===== src/rtl/vm_pkg.sv =====
// Shared types and constants for the vend sequencer: FSM states, coin values,
// hopper select encodings, fault codes and the greedy coin choice.
package vm_pkg;

  typedef enum logic [2:0] {
    S_IDLE,
    S_MOTOR,
    S_SETTLE,
    S_CHG_SEL,
    S_CHG_WAIT,
    S_DONE,
    S_FAULT
  } vm_state_t;

  localparam logic [15:0] COIN_10 = 16'd10;
  localparam logic [15:0] COIN_5  = 16'd5;
  localparam logic [15:0] COIN_1  = 16'd1;

  localparam logic [1:0] SEL_10 = 2'd0;
  localparam logic [1:0] SEL_5  = 2'd1;
  localparam logic [1:0] SEL_1  = 2'd2;

  localparam logic [1:0] FC_NONE  = 2'd0;
  localparam logic [1:0] FC_MOTOR = 2'd1;
  localparam logic [1:0] FC_HOP   = 2'd2;

  // Largest coin not exceeding the remaining amount.
  function automatic logic [1:0] greedy_sel(input logic [15:0] rem);
    if (rem >= COIN_10)     greedy_sel = SEL_10;
    else if (rem >= COIN_5) greedy_sel = SEL_5;
    else                    greedy_sel = SEL_1;
  endfunction

  function automatic logic [15:0] coin_value(input logic [1:0] sel);
    case (sel)
      SEL_10:  coin_value = COIN_10;
      SEL_5:   coin_value = COIN_5;
      default: coin_value = COIN_1;
    endcase
  endfunction

endpackage


===== src/rtl/vm_timeout_ctr.sv =====
// Loadable up-counter with clear; expired flags the cycle in which the
// count completes `limit` cycles (count == limit-1 or beyond).
module vm_timeout_ctr #(
  parameter int unsigned WIDTH = 16
) (
  input  logic             clock,
  input  logic             reset,
  input  logic             clear,
  input  logic             load,
  input  logic [WIDTH-1:0] load_val,
  input  logic             inc,
  input  logic [WIDTH-1:0] limit,
  output logic [WIDTH-1:0] count,
  output logic             expired
);

  always_ff @(posedge clock) begin
    if (reset)      count <= '0;
    else if (clear) count <= '0;
    else if (load)  count <= load_val;
    else if (inc)   count <= count + WIDTH'(1);
  end

  assign expired = (count + WIDTH'(1)) >= limit;

endmodule


===== src/rtl/vm_vend_sequencer.sv =====
// Sequences motor dispense, drop settle and greedy coin payout through a
// single req/ack hopper; one shared timeout counter serves all timed states.
module vm_vend_sequencer
  import vm_pkg::*;
#(
  parameter int unsigned MOTOR_TIMEOUT = 255,
  parameter int unsigned SETTLE_CYCLES = 4,
  parameter int unsigned HOP_TIMEOUT   = 127
) (
  input  logic        clock,
  input  logic        reset,
  input  logic        vend_req,
  input  logic        refund_only,
  input  logic [1:0]  vend_slot,
  input  logic [15:0] change_amt,
  output logic        vend_busy,
  output logic        motor_en,
  output logic [1:0]  motor_slot,
  input  logic        drop_sensor,
  output logic        hop_req,
  output logic [1:0]  hop_sel,
  input  logic        hop_ack,
  output logic        done,
  output logic        fault,
  output logic [1:0]  fault_code,
  output logic [15:0] paid_total
);

  vm_state_t   state_q, state_d;
  logic [1:0]  slot_q;
  logic [15:0] remaining_q;
  logic [1:0]  hop_sel_q;
  logic [15:0] paid_q;
  logic [1:0]  fault_code_q;

  logic        tmr_clr, tmr_inc, tmr_expired;
  logic [15:0] tmr_limit, tmr_count;

  vm_timeout_ctr #(.WIDTH(16)) u_timer (
    .clock    (clock),
    .reset    (reset),
    .clear    (tmr_clr),
    .load     (1'b0),
    .load_val ('0),
    .inc      (tmr_inc),
    .limit    (tmr_limit),
    .count    (tmr_count),
    .expired  (tmr_expired)
  );

  always_ff @(posedge clock) begin
    if (reset) state_q <= S_IDLE;
    else       state_q <= state_d;
  end

  // Completion events (drop, ack) take priority over the timer expiring.
  always_comb begin
    state_d   = state_q;
    tmr_clr   = 1'b0;
    tmr_inc   = 1'b0;
    tmr_limit = 16'(HOP_TIMEOUT);
    case (state_q)
      S_IDLE: begin
        tmr_clr = 1'b1;
        if (vend_req) state_d = refund_only ? S_CHG_SEL : S_MOTOR;
      end
      S_MOTOR: begin
        tmr_limit = 16'(MOTOR_TIMEOUT);
        if (drop_sensor) begin
          state_d = S_SETTLE;
          tmr_clr = 1'b1;
        end else if (tmr_expired) begin
          state_d = S_FAULT;
        end else begin
          tmr_inc = 1'b1;
        end
      end
      S_SETTLE: begin
        tmr_limit = 16'(SETTLE_CYCLES);
        if (tmr_expired) state_d = S_CHG_SEL;
        else             tmr_inc = 1'b1;
      end
      S_CHG_SEL: begin
        tmr_clr = 1'b1;
        state_d = (remaining_q == '0) ? S_DONE : S_CHG_WAIT;
      end
      S_CHG_WAIT: begin
        if (hop_ack)          state_d = S_CHG_SEL;
        else if (tmr_expired) state_d = S_FAULT;
        else                  tmr_inc = 1'b1;
      end
      S_DONE:  state_d = S_IDLE;
      S_FAULT: state_d = S_FAULT;
      default: state_d = S_IDLE;
    endcase
  end

  always_ff @(posedge clock) begin
    if (reset) begin
      slot_q       <= '0;
      remaining_q  <= '0;
      hop_sel_q    <= '0;
      paid_q       <= '0;
      fault_code_q <= FC_NONE;
    end else begin
      case (state_q)
        S_IDLE: begin
          if (vend_req) begin
            slot_q      <= vend_slot;
            remaining_q <= change_amt;
            paid_q      <= '0;
          end
        end
        S_MOTOR: begin
          if (!drop_sensor && tmr_expired) fault_code_q <= FC_MOTOR;
        end
        S_CHG_SEL: begin
          if (remaining_q != '0) hop_sel_q <= greedy_sel(remaining_q);
        end
        S_CHG_WAIT: begin
          if (hop_ack) begin
            remaining_q <= remaining_q - coin_value(hop_sel_q);
            paid_q      <= paid_q + coin_value(hop_sel_q);
          end else if (tmr_expired) begin
            fault_code_q <= FC_HOP;
          end
        end
        default: ;
      endcase
    end
  end

  assign vend_busy  = (state_q != S_IDLE);
  assign motor_en   = (state_q == S_MOTOR);
  assign motor_slot = slot_q;
  assign hop_req    = (state_q == S_CHG_WAIT);
  assign hop_sel    = hop_sel_q;
  assign done       = (state_q == S_DONE);
  assign fault      = (state_q == S_FAULT);
  assign fault_code = fault_code_q;
  assign paid_total = paid_q;

endmodule


===== config.mk =====
export PLATFORM = sky130hd
export DESIGN_NAME = vm_vend_sequencer
export DESIGN_NICKNAME = d
export VERILOG_FILES = /design/src/rtl/vm_pkg.sv /design/src/rtl/vm_timeout_ctr.sv /design/src/rtl/vm_vend_sequencer.sv
export SDC_FILE = /design/constraint.sdc
export NUM_CORES = 1
export LEC_CHECK = 0
export BUFFER_PORTS_ARGS = -buffer_cell sky130_fd_sc_hd__buf_2
export CELL_PAD_IN_SITES_DETAIL_PLACEMENT = 0
export CELL_PAD_IN_SITES_GLOBAL_PLACEMENT = 1
export CORE_UTILIZATION = 38
export CTS_CLUSTER_DIAMETER = 50
export DETAILED_ROUTE_END_ITERATION = 6
export PLACE_DENSITY = 0.87
export SLEW_MARGIN = 20
export SYNTH_ARGS = -nofsm -noshare
export SYNTH_HDL_FRONTEND = slang
export SYNTH_SLANG_ARGS = --single-unit

===== constraint.sdc =====
create_clock -name clock -period 2.55 [get_ports clock]
set_input_delay 0.51 -clock clock [delete_from_list [all_inputs] [get_ports clock]]
set_output_delay 0.51 -clock clock [all_outputs]
set_load 0.01 [all_outputs]

==> results.md <==
- Synth area leaders: dfxtp_1 (34%), nor2_1 (5.6%), a21oi_1 (5.2%), ha_1 (5.2%), nand2_1 (4.4%)
- Synth unique cells: 63
- # diodes: 0
- Final Slew Violations: 0
- Logic pwr share: 18.5%
- Final hold slack: 413 ps
- NumNets Final: 521
- Cell Area, Synth: 0.00334 mm2
- Maximum clock path buffer count: 2
- YS warnings: 0
- RSZ-0062 raised after global routing: true
- Final std cells w/o fill: 591
- Fillcell total: 823
- #FFs+latches synth: 57
- TritonRoute pass-1 iters: 4
- Initial DRC Count: 133
- Final Hold Viols: 0
- Area growth, synth to finish: 23.5%
- Syn_nets: 457
- Number of synthesized flops with an enable pin: 0
- Root Driver: clkbuf_8
- Max cap viols: 0
- Fraction of power spent switching nets: 28.2%
- DIE AREA: 0.00917 mm2
- Initial Util: 39.9%
- Row count: 33
- Core Area: 0.00838 mm2
- Pin count of the biggest net entering global routing: 27
- Antenna Nets Post-Route: 0
- Critical path peak fanout: 7
- Most common flop cell mapped by yosys: dfxtp_1
- Dominant cell type by area after synthesis: dfxtp_1
- Hpwl dp: 6000 um
- Pleak: 1.83 nW
- Top-area cell type share of the netlist area: 34.2%
- GRT Util Overall: 19.3%
- Via density: 5.46
- Period utilization: 96.5%
- Routed len/inst: 14.6 um
- Pwr dens: 573 mW/mm2
- GP Congestion: 0.814
- Setup crit end kind: flop
- Fmax: 406 MHz
- Max-slew headroom: 60.8%
- Clk pwr share: 41.1%
- Final Setup Violations: 0
- Placed Area: 0.00376 mm2
- Worst-margin pin slew: 586 ps
- Initial antenna violation count: 0
- Min Clock Period, post-route: 2460 ps
- CP Data Arrival Time: 2740 ps
- CTS tree: done
- Synth Area per Inst: 8.01 um2
- Die Height: 95.8 um
- Cell area after layout: 0.00413 mm2
- Post-layout util: 49.2%
- Internal: 1.70 mW
- Vias in the first global route: 3,009
- Routed vias: 3,226
- Async SR Flop Fraction: 0%
- Net Sw Power: 0.668 mW
- TritonCTS Buffers: 9
- Setup crit start kind: flop
- DRC: 0
- Min-Delay Path Class: primary input to flop
- Top-count cell post-synth: dfxtp_1
- Post-synth top cells: dfxtp_1 (57), nor2_1 (50), nand2_1 (39)
- Worst Setup Path Type: flop to flop
- First-pass GRT wire length: 13,700 um
- Die X: 95.8 um
- H-Tree Depth: 3
- Req. time, crit path: 2830 ps
- Clock skew: 8.29 ps
- Share of cells above drive strength 1: 24.9%
- Total gr overflow: 0
- Clk slew on worst S/H paths: 60 ps
- PortBufs: 50
- Worst VDD drop: 0.000260 V
- Syn Inst Count: 417
- Seq/Total Area, Yosys: 34.2%
- Sequential share of power: 40.4%
- Detailed Route WL: 8660 um
- Cells after DPL: 571
- Io pins: 51
- Worst skew pair latency: 340 ps
- Status: completed
- Clock Sinks: 57
path summary, 6_finish.rpt:
path	depth (start not counted)	from	slack (ps)	endpoint
setup / recovery	10	u_timer.count[3]	90	u_timer.count[2]
hold / removal	3	vend_slot[1]	410	motor_slot[1]
setup reg to reg	10	u_timer.count[3]	90	u_timer.count[2]
hold reg to reg	2	motor_slot[1]	460	motor_slot[1]
per-layer routing:
metal / vias up / routed length (um) / track usage, %
met2: 62 / 4280 / 34.8
met4: 0 / 139 / 6.47
li1: 1635 / - / -
met1: 1514 / 3900 / 22.3
met3: 15 / 334 / 4.66
met5: - / 0 / 0
cell usage in the layout (no fill, tap or decap), types with 3 or more instances in the layout:
cell	netlist	layout
dfxtp_1	57	52
buf_2	3	50
nor2_1	50	49
nand2_1	39	39
a21oi_1	35	34
o21ai_0	24	23
buf_4	0	19
and3_1	16	16
xor2_1	14	14
or3_1	13	13
ha_1	14	13
inv_1	12	12
clkbuf_8	0	11
nor3_1	10	9
xnor2_1	9	8
nand3_1	8	7
a22oi_1	7	7
a211oi_1	6	6
nand4_1	5	5
nor2b_1	5	5
or2_2	4	4
o21a_1	4	4
nor2_2	2	3
inv_2	3	3
nor3b_1	3	3
and2_1	4	3
o21ai_1	2	3
a31oi_1	3	3
o211ai_1	3	3
o22ai_1	3	3
o31ai_1	3	3
dfxtp_4	0	3
cells by family after synthesis:
group / synth area share (%)
AND/OR/NAND/NOR: 26.9
flip-flops: 34.2
buffers and inverters: 4.27
XOR/XNOR: 6.70
AO/OA/AOI/OAI: 21.2
multiplexers: 0.300
adder cells (fa/ha/maj): 6.44
through the flow:
stage | TNS [ps] | power (mW) | worst slack (ps)
2_1_floorplan | 0 | 1.26 | 150
3_3_place_gp | 0 | 1.38 | 49.9
3_5_place_dp | -752 | 1.39 | -114
4_1_cts | 0 | 2.37 | 18.6
5_1_grt | -114 | 2.48 | -37.0
6_report | 0 | 2.36 | 88.5
state kept, by name (all words and copies together) (netlist names):
register,cells
fault_code,2
state_q,3
remaining_q,16
hop_sel,2
motor_slot,2
u_timer.count,16
paid_total,16
power by group through the flow:
stage	registers, mW	logic (mW)	clock network (mW)
CTS	0.955	0.417	0.999
detailed placement	0.976	0.413	0
floorplan	0.974	0.289	0
global placement	0.974	0.404	0
finish	0.954	0.438	0.972
global route	0.958	0.490	1.03
critical path, stage by stage (launching register included):
cell	delay (ps)
dfxtp_4	380
and4_1	230
nand2_1	130
xnor2_2	180
ha_1	300
o21a_1	110
o21ai_0	170
nand4bb_4	200
nand4_4	180
or4_1	440
nand2_1	80
layout make-up:
type	instances	area, um2	share of cell area (%)
Tap cell	105	131	3.18
Clock inverter	5	77.6	1.88
Sequential cell	57	1150	28.0
Multi-Input combinational cell	328	2150	52.1
Inverter	15	56.3	1.36
Timing Repair Buffer	70	404	9.80
Clock buffer	11	151	3.67
repair_timing:
item                                    4_1_cts  5_1_grt
gates resized for setup                       4       19
hold buffers                                  0        0
endpoints found under the setup margin       15       25
cloned                                        0        1
pin swaps                                     0        6
setup buffers                                 0        3
No activity file was read; power rests on OpenSTA's default activity.
